$ cat src/rtl/hqm_aw_rf_pg_32x11_ctl.sv
// -----------------------------------------------------------------------------
// hqm_aw_rf_pg_32x11_ctl
//
// Power-gate / reset / init sequencer for one 32x11 power-gated register file.
// It also gates functional traffic into the RF. It runs on the RF clock.
//
// Power-up order:
//   pwr_enable_b low -> ack -> ISO_WAIT cycles -> isolation off
//   -> RST_WAIT cycles -> ip_reset_b high -> zero-fill all entries -> ready.
// Power-down order:
//   isolation on + ip_reset_b low (one cycle) -> pwr_enable_b high
//   -> wait for ack high -> off.
// If an ack does not arrive within ACK_TIMEOUT cycles, the block parks in ERR
// with the RF isolated and unpowered.
//
// Ports
//   clk, rst_n          RF clock; synchronous active-low reset
//   pwr_up_req          level, RF must be powered and ready (wins over dn)
//   pwr_dn_req          level, power down when idle
//   we_in/waddr_in/wdata_in, re_in/raddr_in   functional requests
//   acc_rdy             request accepted this cycle (only while ready)
//   rvalid              read data valid, one cycle after rf_re
//   ready, busy         sequencer status
//   err_timeout         power-ack timeout (held until ERR is exited or reset)
//   rf_we/rf_waddr/rf_wdata, rf_re/rf_raddr   RF array ports
//   rf_isol_en, rf_pwr_enable_b, rf_ip_reset_b RF power-control pins
//   rf_pwr_ack_b        RF power acknowledge (0 = powered)
//
// Handshake: a request is taken when acc_rdy is high in a cycle (ready and
// we_in or re_in). It is issued to the RF on the next cycle. A request seen
// while acc_rdy is low is dropped, and the requester must hold it and retry.
// -----------------------------------------------------------------------------
module hqm_aw_rf_pg_32x11_ctl #(
   parameter int ISO_WAIT    = 4,
   parameter int RST_WAIT    = 8,
   parameter int ACK_TIMEOUT = 256,
   parameter int DEPTH       = 32,
   parameter int DWIDTH      = 11
) (
   input  logic                     clk,
   input  logic                     rst_n,
   input  logic                     pwr_up_req,
   input  logic                     pwr_dn_req,
   input  logic                     we_in,
   input  logic [$clog2(DEPTH)-1:0] waddr_in,
   input  logic [DWIDTH-1:0]        wdata_in,
   input  logic                     re_in,
   input  logic [$clog2(DEPTH)-1:0] raddr_in,
   output logic                     acc_rdy,
   output logic                     rvalid,
   output logic                     ready,
   output logic                     busy,
   output logic                     err_timeout,
   output logic                     rf_we,
   output logic [$clog2(DEPTH)-1:0] rf_waddr,
   output logic [DWIDTH-1:0]        rf_wdata,
   output logic                     rf_re,
   output logic [$clog2(DEPTH)-1:0] rf_raddr,
   output logic                     rf_isol_en,
   output logic                     rf_pwr_enable_b,
   input  logic                     rf_pwr_ack_b,
   output logic                     rf_ip_reset_b
);

   localparam int AW   = $clog2(DEPTH);
   localparam int M1   = (ACK_TIMEOUT > DEPTH) ? ACK_TIMEOUT : DEPTH;
   localparam int M2   = (ISO_WAIT > RST_WAIT) ? ISO_WAIT : RST_WAIT;
   localparam int CMAX = (M1 > M2) ? M1 : M2;
   localparam int CW   = $clog2(CMAX + 1);

   typedef enum logic [3:0] {
      S_OFF, S_PWR_ON, S_ISO_WAIT, S_RST_HOLD, S_INIT,
      S_READY, S_PWR_DN, S_PWR_OFF, S_ERR
   } state_t;

   state_t          state, state_nxt;
   logic [CW-1:0]   cnt;
   logic            init_act;

   logic            fwd_we, fwd_re;
   logic [AW-1:0]   fwd_waddr, fwd_raddr;
   logic [DWIDTH-1:0] fwd_wdata;

   // State register. The counter clears on every state change and saturates
   // at all-ones, so it never wraps while the FSM sits in a state.
   always_ff @(posedge clk) begin
      if (!rst_n) begin
         state <= S_OFF;
         cnt   <= '0;
      end else begin
         state <= state_nxt;
         if (state_nxt != state) cnt <= '0;
         else if (cnt != '1)     cnt <= cnt + 1'b1;
      end
   end

   always_comb begin
      state_nxt       = state;
      rf_isol_en      = 1'b1;
      rf_pwr_enable_b = 1'b1;
      rf_ip_reset_b   = 1'b0;
      ready           = 1'b0;
      busy            = 1'b1;
      err_timeout     = 1'b0;
      init_act        = 1'b0;
      case (state)
         S_OFF: begin
            busy = 1'b0;
            if (pwr_up_req) state_nxt = S_PWR_ON;
         end
         S_PWR_ON: begin
            rf_pwr_enable_b = 1'b0;
            if (!rf_pwr_ack_b)                        state_nxt = S_ISO_WAIT;
            else if (cnt == CW'(ACK_TIMEOUT - 1))     state_nxt = S_ERR;
         end
         S_ISO_WAIT: begin
            rf_pwr_enable_b = 1'b0;
            if (cnt == CW'(ISO_WAIT - 1)) state_nxt = S_RST_HOLD;
         end
         S_RST_HOLD: begin
            rf_pwr_enable_b = 1'b0;
            rf_isol_en      = 1'b0;
            if (cnt == CW'(RST_WAIT - 1)) state_nxt = S_INIT;
         end
         S_INIT: begin
            rf_pwr_enable_b = 1'b0;
            rf_isol_en      = 1'b0;
            rf_ip_reset_b   = 1'b1;
            init_act        = 1'b1;
            if (cnt == CW'(DEPTH - 1)) state_nxt = S_READY;
         end
         S_READY: begin
            rf_pwr_enable_b = 1'b0;
            rf_isol_en      = 1'b0;
            rf_ip_reset_b   = 1'b1;
            ready           = 1'b1;
            busy            = 1'b0;
            if (pwr_dn_req && !pwr_up_req) state_nxt = S_PWR_DN;
         end
         S_PWR_DN: begin
            // Isolation and ip reset assert together while power stays on.
            rf_pwr_enable_b = 1'b0;
            state_nxt       = S_PWR_OFF;
         end
         S_PWR_OFF: begin
            if (rf_pwr_ack_b)                         state_nxt = S_OFF;
            else if (cnt == CW'(ACK_TIMEOUT - 1))     state_nxt = S_ERR;
         end
         S_ERR: begin
            busy        = 1'b0;
            err_timeout = 1'b1;
            if (!pwr_up_req && pwr_dn_req) state_nxt = S_OFF;
         end
         default: state_nxt = S_OFF;
      endcase
   end

   assign acc_rdy = ready & (we_in | re_in);

   // Functional forwarding. A request accepted in READY reaches the RF one
   // cycle later, even if the FSM has moved to PWR_DN by then. This lets a
   // read accepted in the last READY cycle still produce rvalid.
   always_ff @(posedge clk) begin
      if (!rst_n) begin
         fwd_we    <= 1'b0;
         fwd_re    <= 1'b0;
         fwd_waddr <= '0;
         fwd_raddr <= '0;
         fwd_wdata <= '0;
         rvalid    <= 1'b0;
      end else begin
         fwd_we <= ready & we_in;
         fwd_re <= ready & re_in;
         if (ready && we_in) begin
            fwd_waddr <= waddr_in;
            fwd_wdata <= wdata_in;
         end
         if (ready && re_in) fwd_raddr <= raddr_in;
         rvalid <= fwd_re;
      end
   end

   // During INIT the low counter bits are the fill address, 0..DEPTH-1.
   assign rf_we    = init_act | fwd_we;
   assign rf_waddr = init_act ? cnt[AW-1:0] : fwd_waddr;
   assign rf_wdata = init_act ? '0 : fwd_wdata;
   assign rf_re    = fwd_re;
   assign rf_raddr = fwd_raddr;

endmodule

$ cat config.mk
export PLATFORM = sky130hd
export DESIGN_NAME = hqm_aw_rf_pg_32x11_ctl
export DESIGN_NICKNAME = d
export VERILOG_FILES = /design/src/rtl/hqm_aw_rf_pg_32x11_ctl.sv
export SDC_FILE = /design/constraint.sdc
export NUM_CORES = 1
export LEC_CHECK = 0
export CAP_MARGIN = 15
export CORE_MARGIN = 5
export CORE_UTILIZATION = 49
export CTS_BUF_LIST = sky130_fd_sc_hd__clkbuf_8
export DETAILED_ROUTE_END_ITERATION = 10
export PLACE_DENSITY = 0.8
export SYNTH_ARGS = -nofsm -noshare
export SYNTH_HDL_FRONTEND = slang
export SYNTH_SLANG_ARGS = --single-unit
$ cat constraint.sdc
create_clock -name clk -period 2.1 [get_ports clk]
set_input_delay 0.315 -clock clk [delete_from_list [all_inputs] [get_ports clk]]
set_output_delay 0.315 -clock clk [all_outputs]
set_load 0.005 [all_outputs]
==> metrics.md <==
| Metric | Value |
|---|---|
| Measured slew at the worst slew-check pin | about 0.56 ns |
| Clock share of power | between 30% and 40% |
| Routed vias/inst | 5.38 |
| IO Count | between 50 and 60 |
| Die width | 74.1 microns |
| Unique masters post-synth | 49 |
| Die area | between 5000 and 6000 sq um |
| Critical path origin | state[0]$_SDFF_PN0_ |
| Initial drt markers | 76 |
| CORE AREA | ~4000 sq um |
| Final hold slack | 0.453 ns |
| Power Internal | 1.12 mW |
| CTS Root Cell | clkbuf_8 |
| GRT overflow | 0 |
| Max_slew headroom | a little over three fifths |
| Type of origin of the critical path | flip-flop |
| GP Congestion | 0.890 |
| Routed WL | 5170 microns |
| FMAX | 0.484 GHz |
| Power per cell area | between 500 and 600 nW/um^2 |
| CTS hold repair buffers | 0 |
| Initial antenna violation count | 0 |
| Number of max-cap violations | 0 |
| Clk pin slew, worst setup/hold paths | roughly 0.070 ns |
| Rows | 23 |
| Min cycle time layout | 2.07 ns |
| Final setup viols | 0 |
| Hold crit path type | reg -> reg |
| Final net count | between 300 and 400 |
| Footprint of the multi-input gates | 1200 sq um |
| Sequential power share | 49.3% |
| Initial cell density of the core | 50.3% |
| Crit path largest cell delay | 0.49 ns |
| Worst path slowest cell | clkdlybuf4s50_1 |
| Pwr Total | between 1 and 1.5 mW |
| CTS tree | built |
| Die height | 74.1 microns |
| FILL cells | about 300 |
| Clock sinks | 37 |
| DRT antenna net count | 0 |
| Final Hold Viols | 0 |
| Vias in the first global route | 1827 |
| Pre-antenna DRT Iters | 4 |
| Cell Count, Final, Fillers Out | between 300 and 400 |
| Clk buf depth | 2 |
| P_sw | 0.347 mW |
| Crit. End Element | output port |
| Port bufs | 58 |
| Status | finished, final reports clean |
| Post-synthesis cell area | 2010 sq um |
| Post-synthesis cell count | about 240 |
| Largest net degree at the start of global routing | 25 |
| CP arrival | 1.75 ns |
| Seq cells post-synth | 37 |
| Part of the power in combinational logic | approximately 14% |
| CP dominant cell by count | nand2_1 |
| Critical path, cell by cell | buf_6 > and4bb_4 > nand2_1 > nand2_1 > clkdlybuf4s50_1 |
| Setup Skew | 0.00351 ns |
| First-pass GRT wire length | ~8300 microns |
| Async S/R FF share, synth | 0% |
| Dpl cells | 341 |
| Fin util | roughly 73% |
| Hpwl dp | 3740 microns |
| DRC Markers | 0 |
| RSZ-0062 raised after global routing | true |
| Synth Flop Type | dfxtp_1 |
| Sw Ratio | 23.6% |
| Peak supply drop | 0.465 mV |
| Layout cells sized above 1 | 19.7% |
| Number of synthesized flops with an enable pin | 0 |
| CTS Buf Count | 5 |
| Max H-tree Level | 2 |
| Diodes inserted | 0 |
| Register area share after synthesis | 36.8% |
| Critical path class | reg -> out |
| CP Max Fanout | 15 |
| Ys Warns | 0 |
| Fin. max-slew vios | 0 |
| P_leak | 1.18 nW |
| Syn_area_per_cell | 8.56 sq um |
| Hold Path Origin | fwd_wdata[0]$_SDFFE_PN0P_ |
| Average wire per standard cell | roughly 15 microns |
| Reg-to-Reg Start | cnt[0]$_SDFFE_PP0P_ |
| Clock latency on the worst-skew pair | 0.28 ns |
| Worst EP required | approximately 1.8 ns |
| Sequential Area | 747 sq um |
| Layout area overhead | 45.0% |
| Net Count, Synth | 266 |
| Via count | 1904 |
| Period utilization | a little over nine tenths |
| GRT Util Overall | 19.2% |
-- path summary, 6_finish.rpt --
check        depth (start not counted)  slack (ns)                        end
max                                  5        0.03                    acc_rdy
min                                  2        0.45  fwd_wdata[0]$_SDFFE_PN0P_
max reg2reg                          8        0.19        cnt[3]$_SDFFE_PP0P_
min reg2reg                          2        0.45  fwd_wdata[0]$_SDFFE_PN0P_
-- cell families after synthesis --
kind of cell,synth area share (%)
compound gates,15.8
mux,3.86
buf+inv,5.47
fa+ha+maj,1.87
flops,36.8
simple gates,33.1
xor+xnor,3.05
-- metal layers --
layer / share of wire (%) / GRT usage [%] / vias to the layer above
met5: 0 / 0 / -
met4: 0.48 / 4.23 / 0
met3: 6.4 / 6.49 / 2
met2: 52 / 33.9 / 48
met1: 42 / 22.6 / 907
li1: - / - / 947
-- cell usage after synthesis, types with 3 or more instances --
| master | number | area [sq um] |
|---|---|---|
| a21oi_1 | 26 | 130 |
| dfxtp_1 | 37 | 741 |
| buf_2 | 6 | 30.0 |
| nand3_1 | 8 | 40.0 |
| xnor2_1 | 4 | 35.0 |
| ha_1 | 3 | 37.5 |
| nand2_1 | 49 | 184 |
| mux2_2 | 6 | 67.6 |
| buf_4 | 4 | 30.0 |
| nor2_1 | 10 | 37.5 |
| xor2_1 | 3 | 26.3 |
| nor4_1 | 8 | 50.1 |
| and2_1 | 3 | 18.8 |
| inv_1 | 3 | 11.3 |
| nor2b_1 | 13 | 81.3 |
| nand4b_1 | 4 | 35.0 |
| clkbuf_1 | 5 | 18.8 |
| nor3_1 | 5 | 25.0 |
-- power by group through the flow --
stage	Sequential, mW	Clock, mW	Combinational [mW]
after global placement	0.735	0	0.190
final	0.725	0.542	0.203
after global routing	0.726	0.590	0.217
after detailed placement	0.737	0	0.193
after CTS	0.721	0.552	0.197
after floorplan	0.730	0	0.0990
-- flip-flops by register name (all words and copies together) (netlist names) --
register,cells
fwd_we,1
fwd_wdata,11
state,4
rvalid,1
fwd_waddr,5
rf_raddr,5
cnt,9
rf_re,1
-- per-stage QoR --
stage	instance area, sq um	TNS, ns	worst slack (ns)
detailed placement	2710	0	0.0829
global route	2920	-0.0857	-0.0647
floorplan	2010	0	0.291
global placement	2710	0	0.119
finish	2920	0	0.0325
CTS	2840	-0.0518	-0.0518
-- critical path, delay by kind of cell (launching register included) --
family	cells	cell delay, ns
simple gates	3	0.44
flops	1	0.36
buf+inv	2	0.66
-- what timing repair did --
item	in CTS	in global routing
buffers inserted	2	3
endpoints found under the setup margin	11	20
gates resized for setup	15	17
pin swaps	1	1
-- layout by cell type (no fill, tap or decap), drive strengths merged, types with 4 or more instances in the layout --
master / instances
a21oi: 27
buf: 21
clkbuf: 7
clkdlybuf4s50: 43
dfxtp: 37
dlygate4sd2: 8
dlymetal6s2s: 7
mux2: 6
nand2: 49
nand3: 8
nand4b: 4
nor2: 10
nor2b: 13
nor3: 5
nor4: 9
xnor2: 4
-- cell type report --
cell class	count	area share, %
multi-input combinational	177	41.0
sequential	37	25.6
tap	50	2.14
clock inverter	1	0.172
timing repair buffer	79	27.4
clock buffer	7	3.30
inverter	3	0.386
No activity file was read; power rests on OpenSTA's default activity.
==> RTL edit (same settings) <==
Re-encode `state_t` (9 states) as Gray code, 4 bits wide.
--- a/src/rtl/hqm_aw_rf_pg_32x11_ctl.sv
+++ b/src/rtl/hqm_aw_rf_pg_32x11_ctl.sv
@@ -69,8 +69,8 @@
    localparam int CW   = $clog2(CMAX + 1);
 
    typedef enum logic [3:0] {
-      S_OFF, S_PWR_ON, S_ISO_WAIT, S_RST_HOLD, S_INIT,
-      S_READY, S_PWR_DN, S_PWR_OFF, S_ERR
+      S_OFF = 4'b0000, S_PWR_ON = 4'b0001, S_ISO_WAIT = 4'b0011, S_RST_HOLD = 4'b0010, S_INIT = 4'b0110,
+      S_READY = 4'b0111, S_PWR_DN = 4'b0101, S_PWR_OFF = 4'b0100, S_ERR = 4'b1100
    } state_t;
 
    state_t          state, state_nxt;
Formal check against the unedited RTL: no difference found for any inputs over 10 cycles, from zero or initial values and one cycle with rst_n low; not proved beyond that.
==> RTL edit against the original RTL <==
- largest power group unchanged
- synthesized area down 6.3%
- critical endpoint is now rf_waddr[1]
- clock power up 17%
- final area down 0.26%
- worst setup slack worse by 34 ps
- critical path depth unchanged
- routed wire length up 4.4%
- total power up 6.0%
- the run now ends with setup timing left
- sequential cell count unchanged
- core utilization up 6.0 points
- non-clock buffer count up 9
==> RTL edit: results (changes against the original RTL) <==
| Metric | Value |
|---|---|
| Register area share after synthesis | 39.31% (was 36.82%) |
| Post-synth top cells | nand2_1, dfxtp_1, a21oi_1 (unchanged) |
| Vias/cell | 5.323 (was 5.379) |
| Crit Path Max Fanout | 5 (was 15) |
| Clock group total power | 0.636 mW (was 0.542 mW) |
| Largest delay share family, worst path | simple AND/OR/NAND/NOR gates (was buffers and inverters) |
| Largest net degree at the start of global routing | 27 (was 25) |
| Final clock skew | 6.646 ps (was 3.505 ps) |
| Syn_nets | 262 (was 266) |
| Via count | 1927 (was 1904) |
| Setup crit end | rf_waddr[1] (was acc_rdy) |
| Capturing point of the worst reg2reg path | cnt[0] (was cnt[3]) |
| Vias in the first global route | 1830 (was 1827) |
| Failing checks | setup timing |
| Worst setup path startpoint | state[3] (was state[0]) |
| Int Pwr | 1.208 mW (was 1.123 mW) |
| Pleak | 1.280 nW (was 1.177 nW) |
| Fill cell count | 267 (was 301) |
| Pre-CTS setup slack | -41.35 ps (was 82.86 ps) |
| R2R setup slack | 20 ps (was 190 ps) |
| Yosys cell types | 47 (was 49) |
| First-pass GRT wire length | 8342 microns (was 8349 microns) |
| GP Congestion | 0.8232 (was 0.8897) |
| Final TNS setup | -1.052 ps (was 0 ps) |
| Top cells by area, synth | dfxtp_1, nand2_1, a21oi_1 (unchanged) |
| Total power | 1.559 mW (was 1.470 mW) |
| Avg Cell Area, Syn | 8.157 sq um (was 8.561 sq um) |
| Final setup vio count | 1 (was 0) |
| Fin nets | 344 (was 334) |
| Outcome | complete, but fails checks (was complete, no violations) |
| Hold Crit Start | fwd_wdata[5] (was fwd_wdata[0]) |
| Post-DP HPWL | 3503 microns (was 3736 microns) |
| Worst vdd ir | 0.6265 mV (was 0.4651 mV) |
| Placed cells | 346 (was 341) |
| Slack of the critical path | -1.052 ps (was 32.47 ps) |
| Hold EP | fwd_wdata[5] (was fwd_wdata[0]) |
| Slowest stage delay, CP | 310 ps (was 490 ps) |
| Worst Max-Slew Pin Slew | 730.9 ps (was 559.0 ps) |
| Seq power | 0.718 mW (was 0.725 mW) |
| DR iter-0 viols | 93 (was 76) |
## RTL edit: timing repair
action,4_1_cts,5_1_grt
gates resized for setup,16,30
setup buffers,4,3
setup endpoints to repair,31,17
gates cloned,1,0
pin swaps,3,15
hold endpoints to repair,0,0
## RTL edit: area by class of cell
class	instances	area [sq um]	area share (%)
multi-input combinational	175	1127	38.74
timing repair buffer	88	835.8	28.72
sequential	37	744.5	25.58
clock buffer	6	82.58	2.837
tap	48	60.06	2.064
clock inverter	2	37.54	1.290
inverter	6	22.52	0.7739
## RTL edit: worst min-delay path: stages (launching register included)
cell and delay [ps]:
dfxtp_1 310, nand2_1 50, a21oi_1 50
## RTL edit: stage by stage
| stage | util [%] | area (sq um) | hold WS [ps] |
|---|---|---|---|
| detailed placement | 71.13 | 2624 | 442.0 |
| CTS | 76.12 | 2808 | 452.2 |
| global route | 78.90 | 2910 | 476.5 |
| finish | 78.90 | 2910 | 451.6 |
| floorplan | - | 1884 | 431.8 |
| global placement | 71.13 | 2624 | 437.1 |
## RTL edit: metal layers
metal  wire [microns]  up-vias  track usage (%)
met1             2291      906            25.88
met3              306        6            5.263
met4               56        0            5.846
li1                 -      953                -
met5                0        -                0
met2             2741       62            33.27
## RTL edit: cells by family (layout without fill, tap and decap cells)
| group | count (synthesis) | in the layout | share of synthesized area [%] |
|---|---|---|---|
| and+or+nand+nor | 114 | 114 | 30.01 |
| AOI/OAI and AO/OA | 43 | 44 | 16.34 |
| DFF | 37 | 37 | 39.31 |
| buffers and inverters | 20 | 102 | 5.112 |
| xor gates and xnor gates | 8 | 8 | 3.719 |
| muxes | 6 | 6 | 3.519 |
| adders and majority gates | 3 | 3 | 1.992 |
